## src/rtl/pipelined_cla_adder.sv

```systemverilog
// Pipelined carry-look-ahead adder/subtractor with valid/ready flow control.
// Groups of GROUP bits resolve per rank; each rank forwards the pending upper operand bits.

module cla_group #(
    parameter int GROUP = 4
) (
    input  logic [GROUP-1:0] a,
    input  logic [GROUP-1:0] b,
    input  logic             cin,
    output logic [GROUP-1:0] s,
    output logic             cout,
    output logic             cmsb
);
    logic [GROUP-1:0] p, g;
    logic [GROUP:0]   c;
    logic             pp;

    // Each carry is a flat sum of generate terms masked by the propagate run above them.
    always_comb begin
        p    = a ^ b;
        g    = a & b;
        c    = '0;
        pp   = 1'b1;
        c[0] = cin;
        for (int i = 1; i <= GROUP; i++) begin
            pp   = 1'b1;
            c[i] = 1'b0;
            for (int j = i - 1; j >= 0; j--) begin
                c[i] = c[i] | (g[j] & pp);
                pp   = pp & p[j];
            end
            c[i] = c[i] | (pp & cin);
        end
    end

    assign s    = p ^ c[GROUP-1:0];
    assign cout = c[GROUP];
    assign cmsb = c[GROUP-1];
endmodule

module pipelined_cla_adder #(
    parameter int WIDTH  = 16,
    parameter int GROUP  = 4,
    parameter int STAGES = 2
) (
    input  logic             clk,
    input  logic             rst,
    input  logic             in_valid,
    output logic             in_ready,
    input  logic [WIDTH-1:0] A,
    input  logic [WIDTH-1:0] B,
    input  logic             Cin,
    input  logic             sub,
    output logic             out_valid,
    input  logic             out_ready,
    output logic [WIDTH-1:0] S,
    output logic             Cout,
    output logic             ovf,
    output logic [WIDTH:0]   out
);
    localparam int N   = WIDTH / GROUP;
    localparam int GPS = N / STAGES;
    localparam logic [WIDTH-1:0] ONES = '1;

    logic [STAGES:1]                  vld_pipe;
    logic [STAGES-1:0][WIDTH-1:0]     a_q, b_q, s_q;
    logic [STAGES-1:0]                c_q, m_q;

    logic [STAGES-1:0][WIDTH-1:0]     a_n, b_n, s_n;
    logic [STAGES-1:0]                c_n, m_n, v_up;
    logic                             adv [STAGES];

    logic [WIDTH-1:0] b_eff, gsum;
    logic             cin_eff;
    logic             gci [N];
    logic             gco [N];
    logic [N-1:0]     gcm;
    logic             unused_ok;

    // Subtract folds into the adder as A + ~B + 1.
    assign b_eff   = sub ? ~B : B;
    assign cin_eff = sub | Cin;

    for (genvar g = 0; g < N; g++) begin : g_grp
        localparam int K = g / GPS;
        logic [GROUP-1:0] ga, gb;
        if (K == 0) begin : g_in
            assign ga = A[g*GROUP +: GROUP];
            assign gb = b_eff[g*GROUP +: GROUP];
        end else begin : g_rank
            assign ga = a_q[K-1][g*GROUP +: GROUP];
            assign gb = b_q[K-1][g*GROUP +: GROUP];
        end
        if (g % GPS != 0) begin : g_chain
            assign gci[g] = gco[g-1];
        end else if (K == 0) begin : g_cin
            assign gci[g] = cin_eff;
        end else begin : g_creg
            assign gci[g] = c_q[K-1];
        end
        cla_group #(.GROUP(GROUP)) u_grp (
            .a    (ga),
            .b    (gb),
            .cin  (gci[g]),
            .s    (gsum[g*GROUP +: GROUP]),
            .cout (gco[g]),
            .cmsb (gcm[g])
        );
    end

    for (genvar k = 0; k < STAGES; k++) begin : g_rank
        localparam logic [WIDTH-1:0] MHI = ONES >> (WIDTH - (k + 1) * GPS * GROUP);
        localparam logic [WIDTH-1:0] MLO = ONES >> (WIDTH - k * GPS * GROUP);
        assign c_n[k] = gco[(k+1)*GPS-1];
        if (k == 0) begin : g_first
            assign v_up[k] = in_valid;
            assign a_n[k]  = A;
            assign b_n[k]  = b_eff;
            assign s_n[k]  = gsum & MHI;
        end else begin : g_next
            assign v_up[k] = vld_pipe[k];
            assign a_n[k]  = a_q[k-1];
            assign b_n[k]  = b_q[k-1];
            assign s_n[k]  = (gsum & MHI & ~MLO) | (s_q[k-1] & MLO);
        end
        // The MSB lives in the last group, so its carry-in is only known in the last rank.
        if (k == STAGES - 1) begin : g_mlast
            assign m_n[k] = gcm[N-1];
            assign adv[k] = ~vld_pipe[k+1] | out_ready;
        end else begin : g_mmid
            assign m_n[k] = (k == 0) ? 1'b0 : m_q[k-1];
            assign adv[k] = ~vld_pipe[k+1] | adv[k+1];
        end
    end

    always_ff @(posedge clk or posedge rst) begin
        if (rst) begin
            vld_pipe <= '0;
            a_q      <= '0;
            b_q      <= '0;
            s_q      <= '0;
            c_q      <= '0;
            m_q      <= '0;
        end else begin
            for (int k = 0; k < STAGES; k++) begin
                if (adv[k]) begin
                    vld_pipe[k+1] <= v_up[k];
                    if (v_up[k]) begin
                        a_q[k] <= a_n[k];
                        b_q[k] <= b_n[k];
                        s_q[k] <= s_n[k];
                        c_q[k] <= c_n[k];
                        m_q[k] <= m_n[k];
                    end
                end
            end
        end
    end

    assign in_ready  = adv[0];
    assign out_valid = vld_pipe[STAGES];
    assign S         = s_q[STAGES-1];
    assign Cout      = c_q[STAGES-1];
    assign ovf       = m_q[STAGES-1] ^ c_q[STAGES-1];
    assign out       = {Cout, S};

    // Last-rank operands and inner-group MSB carries have no consumer.
    assign unused_ok = ^{a_q, b_q, gcm};
endmodule
```

## config.mk

```make
export PLATFORM = sky130hd
export DESIGN_NAME = pipelined_cla_adder
export DESIGN_NICKNAME = d
export VERILOG_FILES = /design/src/rtl/pipelined_cla_adder.sv
export SDC_FILE = /design/constraint.sdc
export NUM_CORES = 1
export LEC_CHECK = 0
export BUFFER_PORTS_ARGS = -buffer_cell sky130_fd_sc_hd__buf_2
export CAP_MARGIN = 20
export CORE_MARGIN = 2
export CORE_UTILIZATION = 57
export DETAILED_ROUTE_END_ITERATION = 8
export HOLD_SLACK_MARGIN = 0.1
export PLACE_DENSITY = 0.95
export SLEW_MARGIN = 20
export SYNTH_ARGS = -nofsm -noshare
export SYNTH_HDL_FRONTEND = slang
export SYNTH_HIERARCHICAL = 1
export SYNTH_SLANG_ARGS = --single-unit
```

## constraint.sdc

```tcl
create_clock -name clk -period 3.5 [get_ports clk]
set_input_delay 0.7 -clock clk [delete_from_list [all_inputs] [get_ports clk]]
set_output_delay 0.7 -clock clk [all_outputs]
set_load 0.005 [all_outputs]
```

==> results of run 1 <==
## worst min-delay path by stage
stage	slack (ns)	endpoint	start	cells past startpoint
floorplan	0.48	S[0]$_DFFE_PP0P_	s_q[0]$_DFFE_PP0P_	1
global placement	0.48	S[0]$_DFFE_PP0P_	s_q[0]$_DFFE_PP0P_	1
detailed placement	0.49	S[0]$_DFFE_PP0P_	s_q[0]$_DFFE_PP0P_	1
CTS	0.51	S[0]$_DFFE_PP0P_	s_q[0]$_DFFE_PP0P_	1
global route	0.52	S[0]$_DFFE_PP0P_	s_q[0]$_DFFE_PP0P_	1
finish	0.50	S[0]$_DFFE_PP0P_	s_q[0]$_DFFE_PP0P_	1
## layout make-up
cell class	instances	area (um^2)	share of cell area
multi-input combinational	123	1390	0.448
clock buffer	7	86.3	0.0279
inverter	13	48.8	0.0158
timing repair buffer	75	378	0.122
sequential	45	1130	0.364
tap	54	67.6	0.0218
## layout by cell type, fill, tap and decap left out, types with 3 or more instances in the layout
cell type                  count
sky130_fd_sc_hd__buf_2        74
sky130_fd_sc_hd__dfrtp_1      45
sky130_fd_sc_hd__mux2_4       30
sky130_fd_sc_hd__xor2_1       26
sky130_fd_sc_hd__ha_1         16
sky130_fd_sc_hd__mux2_2       13
sky130_fd_sc_hd__inv_1        12
sky130_fd_sc_hd__nor2_1        8
sky130_fd_sc_hd__clkbuf_8      6
sky130_fd_sc_hd__a211oi_2      4
sky130_fd_sc_hd__o21ai_0       4
sky130_fd_sc_hd__o21bai_2      4
sky130_fd_sc_hd__a21o_1        4
sky130_fd_sc_hd__fa_1          4
sky130_fd_sc_hd__xnor2_1       3
## cells by family (layout without fill, tap and decap cells)
group | after synthesis | in the layout | share of synthesized area
adders and majority gates | 20 | 20 | 0.102
AOI/OAI and AO/OA | 16 | 16 | 0.0526
xor gates and xnor gates | 29 | 29 | 0.0921
muxes | 43 | 43 | 0.216
and+or+nand+nor | 15 | 15 | 0.0399
DFF | 45 | 45 | 0.408
buffers and inverters | 35 | 95 | 0.0893
## worst max-delay path, cell delays in order
cell                       delay [ns]
sky130_fd_sc_hd__buf_2           0.26
sky130_fd_sc_hd__xor2_1          0.22
sky130_fd_sc_hd__ha_1            0.27
sky130_fd_sc_hd__a211oi_2        0.24
sky130_fd_sc_hd__o21bai_2        0.12
sky130_fd_sc_hd__a21o_1          0.23
sky130_fd_sc_hd__a211oi_2        0.26
sky130_fd_sc_hd__o21bai_2        0.12
sky130_fd_sc_hd__a21o_1          0.18
sky130_fd_sc_hd__mux2_4          0.26
## power by group
| group | internal [mW] | leakage [nW] | switching [mW] | total, mW |
|---|---|---|---|---|
| sequential | 0.699 | 0.526 | 0.125 | 0.824 |
| clock | 0.157 | 0.0443 | 0.163 | 0.319 |
| combinational | 0.491 | 1.07 | 0.313 | 0.804 |
## flip-flops by register name, indices dropped and copies added, names as in the netlist
register	count
S	16
a_n	8
b_n	8
s_q	8
c_q	2
vld_pipe	2
m_q	1
## layer usage
layer | share of wire | up-vias
li1 | - | 779
met5 | 0 | -
met2 | 0.51 | 41
met4 | 0.015 | 0
met1 | 0.44 | 767
met3 | 0.037 | 5
==> flow_summary.rst, run 1 <==
.. list-table::
   :header-rows: 1

   * - Metric
     - Value
   * - CP Data Arrival Time
     - 2.86 ns
   * - Post-layout minimum cycle time
     - 2.68 ns
   * - Routed vias/inst
     - 5.02
   * - Overall Global Routing Usage
     - 0.165
   * - Number of iterations in the first detailed-routing pass
     - 4
   * - Top Usage Layer GRT
     - met2
   * - Placed cells
     - 310
   * - Netlist Area Pre-Place
     - 2760 um^2
   * - Setup WS post-layout
     - 0.823 ns
   * - Width of the die
     - 73.6 um
   * - Std-Cell Rows
     - 25
   * - Sum of net half-perimeters after detailed placement
     - 3.28 mm
   * - Y dimension of the die
     - 73.6 um
   * - Number of max-slew violations in the final report
     - 0
   * - Final instance area
     - 3090 um^2
   * - Largest area contributor in the synthesized netlist
     - sky130_fd_sc_hd__dfrtp_1
   * - Critical path destination
     - c_q[0]$_DFFE_PP0P_
   * - Post-Synthesis Cells
     - 203
   * - Fillcell total
     - 355
   * - Place WS
     - 0.496 ns
   * - Number of standard cells in the layout, taps in and fillers out
     - 317
   * - # nets final
     - 321
   * - IO Port Bufs
     - 74
   * - Aggregate global routing overflow
     - 0
   * - Post-cts hold buffer count
     - 0
   * - WHS
     - 0.504 ns
   * - Average instance area after synthesis
     - 13.6 um^2
   * - Ranking of synthesized cells by area
     - sky130_fd_sc_hd__dfrtp_1 (41%), sky130_fd_sc_hd__mux2_4 (16%), sky130_fd_sc_hd__xor2_1 (8.3%), sky130_fd_sc_hd__ha_1 (7.3%), sky130_fd_sc_hd__mux2_2 (5.3%)
   * - RePlAce Congestion
     - 0.823
   * - CTS HTree Levels
     - 2
   * - Yosys warning total
     - 6
   * - Setup-failing EPs final
     - 0
   * - Vias post-DR
     - 1592
   * - Met2 Track Usage GR
     - 0.284
   * - Worst-path fanout max
     - 11
   * - Library cells used by synthesis
     - 23
   * - Clock tree skew after final layout
     - 0.00851 ns
   * - Terminus of the critical flop-to-flop path
     - c_q[1]$_DFFE_PP0P_
   * - Highest Clock Rate
     - 374 MHz
   * - Global Route met1 Usage
     - 0.211
   * - Effective utilization at floorplan
     - 0.588
   * - Wire length per cell after detailed routing
     - 13.4 um
   * - Core region area
     - 4690 um^2
   * - Number of resized instances in the post-cts repair step
     - 0
   * - Number of flops mapped to enable cells by yosys
     - 0
   * - Area of the die
     - 5410 um^2
   * - Number of hold-slack violations in the final timing report
     - 0
   * - Outcome
     - completed
   * - Number of storage elements in the synthesis netlist
     - 45
   * - Number of violations reported at the end of detailed-routing iteration 0
     - 54
   * - Unrepaired setup endpoints after global routing
     - no
   * - CP Class
     - in -> reg
   * - Util after Layout
     - 0.659
   * - R2R Path Start
     - a_n[24]$_DFFE_PP0P_
   * - Pin count of the biggest net entering global routing
     - 46
   * - TNS Setup
     - 0 ns
   * - Syn_nets
     - 261
   * - Post-CTS setup-driven buffer insertion count
     - 0
   * - Ranking of synthesized cells by instance count
     - sky130_fd_sc_hd__dfrtp_1 (45), sky130_fd_sc_hd__mux2_4 (30), sky130_fd_sc_hd__xor2_1 (26)
   * - Root buffer selected by CTS
     - sky130_fd_sc_hd__clkbuf_8
   * - Number of clock buffers inserted by TritonCTS
     - 5
   * - Post-detailed-route count of antenna-violating nets
     - 0
   * - MaxCap Viol Count
     - 0
   * - DRC errors left
     - 0
   * - Area of placed instances
     - 3010 um^2
   * - Deepest clock path buffer count
     - 2
   * - Leakage component of the power
     - 1.64 nW
   * - Total Routed Length
     - 4.26 mm
   * - Wire length of the first global-routing pass
     - 6.78 mm
   * - Clk sinks
     - 45
   * - Sort of element at the start of the critical path
     - input pin
   * - Ratio of cells with drive above 1 in the final layout
     - 0.525
   * - Sequential share of the synthesized area
     - 0.408
   * - Max VDD drop
     - 0.000327 V
   * - Dominant cell by count in the synthesized netlist
     - sky130_fd_sc_hd__dfrtp_1
   * - Worst skew pair latency
     - 0.29 ns
   * - Clock Pin Slew Worst Setup and Hold Paths
     - 0.08 ns
   * - Worst setup startpoint
     - sub
   * - P&R area growth vs syn
     - 12.1%
   * - P per Cell Area
     - 630 nW/um^2
   * - Top Ports
     - 75
   * - Area share of the largest cell type after synthesis
     - 0.408
   * - Final clock period utilization by the worst path
     - 0.765
   * - GRT met3 Usage
     - 0.0288
   * - Capturing element type of the critical path
     - flip-flop
   * - Power Total
     - 1.95 mW
   * - Slew at the pin closest to its max-slew limit
     - 0.924 ns
   * - Required time of the critical path
     - 3.68 ns
   * - Total inserted antenna cells
     - 0
   * - Worst hold path type
     - reg -> reg
   * - Post-synthesis async set-or-reset flop share
     - 1.00
   * - Vias in the first global route
     - 1456
   * - Initial antenna violation count
     - 0
   * - Most used flip-flop cell after synthesis
     - sky130_fd_sc_hd__dfrtp_1
   * - Worst slew margin relative to its limit
     - 0.383
   * - CTS tree
     - yes
   * - Slack of the worst reg-to-reg path
     - 1.22 ns
   * - Number of cell instances on the worst register-to-register path
     - 8
Note: power is estimated with default switching activity, not from simulation.
==> run 2, diff against run 1 <==
CORE_UTILIZATION = 48   (was 57)
PLACE_DENSITY = 0.86   (was 0.95)
clock period = 2.2 ns   (was 3.5 ns; I/O delays follow)
==> run 2 against run 1 <==
Worst setup slack got worse by 0.81 ns. Wire length increased by 9.4%. Sequential power increased by 59%. Sequential share of layout area is 1.7 points lower. Design area up 4.8%. Via count rose by 3.1%. Critical endpoint is now c_q[1]$_DFFE_PP0P_. Critical path depth fell by 2.
==> flow_summary.rst, run 2 (same netlist as run 1, synthesis figures left out) <==
.. list-table::
   :header-rows: 1

   * - Metric
     - Value
   * - Outcome
     - completed
   * - CP Class
     - reg -> reg
   * - Vias in the first global route
     - 1685 (+16%)
   * - Number of hold-slack violations in the final timing report
     - 0 (unchanged)
   * - Clock share of power
     - 0.166 (+0.002)
   * - Leakage component of the power
     - 1.71 nW (+4.2%)
   * - Leading cell types in the layout, fill and taps excluded
     - sky130_fd_sc_hd__buf_2 (72), sky130_fd_sc_hd__dfrtp_1 (45), sky130_fd_sc_hd__mux2_4 (30)
   * - Most common cell after layout, fill and taps aside
     - sky130_fd_sc_hd__buf_2
   * - Total inserted antenna cells
     - 0 (unchanged)
   * - Number of iterations in the first detailed-routing pass
     - 4 (unchanged)
   * - Cell-internal power
     - 2.21 mW (+64%)
   * - Vias post-DR
     - 1641 (+3.1%)
   * - # nets final
     - 333 (+3.7%)
   * - Area of the die
     - 6370 um^2 (+18%)
   * - Setup WS post-layout
     - 0.0143 ns (-0.809 ns)
   * - Top Ports
     - 75 (unchanged)
   * - Pin count of the biggest net entering global routing
     - 32 (-30%)
   * - Clock Pin Slew Worst Setup and Hold Paths
     - 0.09 ns (about the same)
   * - Number of violations reported at the end of detailed-routing iteration 0
     - 58 (+7.4%)
   * - CTS tree
     - yes
   * - Number of flip-flops in the largest register
     - 16 (unchanged)
   * - Place WS
     - -0.370 ns (-0.865 ns)
   * - Slew at the pin closest to its max-slew limit
     - 0.649 ns (-0.275 ns)
   * - P per Cell Area
     - 990 nW/um^2 (+57%)
   * - Width of the die
     - 79.8 um (+8.5%)
   * - Required time of the critical path
     - 2.39 ns (-1.29 ns)
   * - Unrepaired setup endpoints after global routing
     - yes
   * - Switch Pwr
     - 1.00 mW (+67%)
   * - CP Data Arrival Time
     - 2.38 ns (-0.48 ns)
   * - Sum of net half-perimeters after detailed placement
     - 3.58 mm (+9.1%)
   * - Final clock period utilization by the worst path
     - 0.994
   * - Setup-failing EPs final
     - 0 (unchanged)
   * - Util after Layout
     - 0.585 (-0.0741)
   * - IO Port Bufs
     - 74 (unchanged)
   * - Post-layout minimum cycle time
     - 2.19 ns
   * - RePlAce Congestion
     - 0.741 (-10%)
   * - Effective utilization at floorplan
     - 0.498 (-0.0900)
   * - Root buffer selected by CTS
     - sky130_fd_sc_hd__clkbuf_8
   * - P&R area growth vs syn
     - 17.5%
   * - Initial antenna violation count
     - 0 (unchanged)
   * - Share of total power in sequential cells
     - 0.408 (-0.015)
   * - Number of max-slew violations in the final report
     - 0 (unchanged)
   * - Highest Clock Rate
     - 458 MHz
   * - Capturing element type of the critical path
     - flip-flop
   * - Post-detailed-route count of antenna-violating nets
     - 0 (unchanged)
   * - Routed vias/inst
     - 4.72 (-6.1%)
   * - Worst skew pair latency
     - 0.30 ns (about the same)
   * - Wire length per cell after detailed routing
     - 13.4 um (-0.37%)
   * - Sort of element at the start of the critical path
     - flip-flop
   * - Final instance area
     - 3240 um^2 (+4.8%)
   * - Ratio of cells with drive above 1 in the final layout
     - 0.565 (+0.0405)
   * - Clk sinks
     - 45 (unchanged)
   * - Worst hold path type
     - in -> async
   * - Share of total power in combinational logic
     - 0.426 (+0.013)
   * - Worst slew margin relative to its limit
     - 0.567 (+0.183)
   * - Y dimension of the die
     - 79.8 um (+8.5%)
   * - Wire length of the first global-routing pass
     - 7.69 mm (+13%)
   * - Area of placed instances
     - 3110 um^2 (+3.6%)
   * - Clock tree skew after final layout
     - 0.00925 ns (+0.000735 ns)
   * - Deepest clock path buffer count
     - 2 (unchanged)
   * - Max VDD drop
     - 0.000441 V (+35%)
   * - Overall Global Routing Usage
     - 0.158 (-0.00691)
   * - Core region area
     - 5540 um^2 (+18%)
   * - DRC errors left
     - 0 (unchanged)
   * - Total Routed Length
     - 4.65 mm (+9.4%)
   * - Worst-path fanout max
     - 3 (-8)
   * - Aggregate global routing overflow
     - 0 (unchanged)
   * - CTS HTree Levels
     - 2 (unchanged)
   * - Number of clock buffers inserted by TritonCTS
     - 5 (unchanged)
   * - Std-Cell Rows
     - 27 (+8.0%)
   * - MaxCap Viol Count
     - 0 (unchanged)
   * - Net switching share of the total power
     - 0.312 (+0.00394)
run 2: worst paths after layout:
kind / startpoint / to / slack, ns / cells after the start
worst min-delay path: rst / a_n[28]$_DFFE_PP0P_ / 0.22 / 2
min in group clk: A[12] / a_n[28]$_DFFE_PP0P_ / 0.37 / 2
worst max register to register: b_n[24]$_DFFE_PP0P_ / c_q[1]$_DFFE_PP0P_ / 0.01 / 8
max in group asynchronous: rst / S[8]$_DFFE_PP0P_ / 1.40 / 3
worst min register to register: s_q[0]$_DFFE_PP0P_ / S[0]$_DFFE_PP0P_ / 0.51 / 1
worst max-delay path: b_n[24]$_DFFE_PP0P_ / c_q[1]$_DFFE_PP0P_ / 0.01 / 8
run 2: critical path, stage by stage, from the launching register on:
cell                       delay, ns
sky130_fd_sc_hd__dfrtp_1        0.39
sky130_fd_sc_hd__ha_1           0.30
sky130_fd_sc_hd__a211oi_2       0.25
sky130_fd_sc_hd__o21bai_2       0.10
sky130_fd_sc_hd__a21o_1         0.21
sky130_fd_sc_hd__a211oi_2       0.26
sky130_fd_sc_hd__o21bai_2       0.14
sky130_fd_sc_hd__a21o_1         0.18
sky130_fd_sc_hd__mux2_2         0.25
run 2: layout make-up:
| class | count | area (um^2) |
|---|---|---|
| Sequential cell | 45 | 1130 |
| Fill cell | 474 | 2300 |
| Multi-Input combinational cell | 123 | 1400 |
| Tap cell | 72 | 90.1 |
| Clock inverter | 2 | 13.8 |
| Timing Repair Buffer | 87 | 480 |
| Inverter | 13 | 48.8 |
| Clock buffer | 6 | 82.6 |
run 2: what timing repair did:
item / CTS / global route
pin swaps: 9 / 5
gates resized for setup: 1 / 5
buffers inserted: 0 / 2
hold buffers: 0 / 0
endpoints found under the setup margin: 6 / 9
run 2: power groups by stage:
stage               clock [mW]  sequential (mW)  combinational [mW]
finish                   0.534             1.31                1.37
global route             0.589             1.36                1.52
detailed placement           0             1.33                1.36
floorplan                    0             1.31                1.06
CTS                      0.545             1.32                1.37
global placement             0             1.31                1.31
run 2: metal layers:
metal	global-route usage	vias up	share of wire
met3	0.0317	4	0.044
met2	0.282	51	0.52
met4	0.0475	0	0.013
met5	0	-	0
met1	0.193	782	0.43
li1	-	804	-
run 2: stage by stage:
step	instances	power, mW	hold slack, ns	TNS, ns
global route	348	3.46	0.263	-0.545
CTS	346	3.23	0.253	-0.124
global placement	338	2.62	0.485	-1.28
floorplan	203	2.37	0.476	-1.46
detailed placement	338	2.69	0.493	-1.62
finish	348	3.21	0.222	0
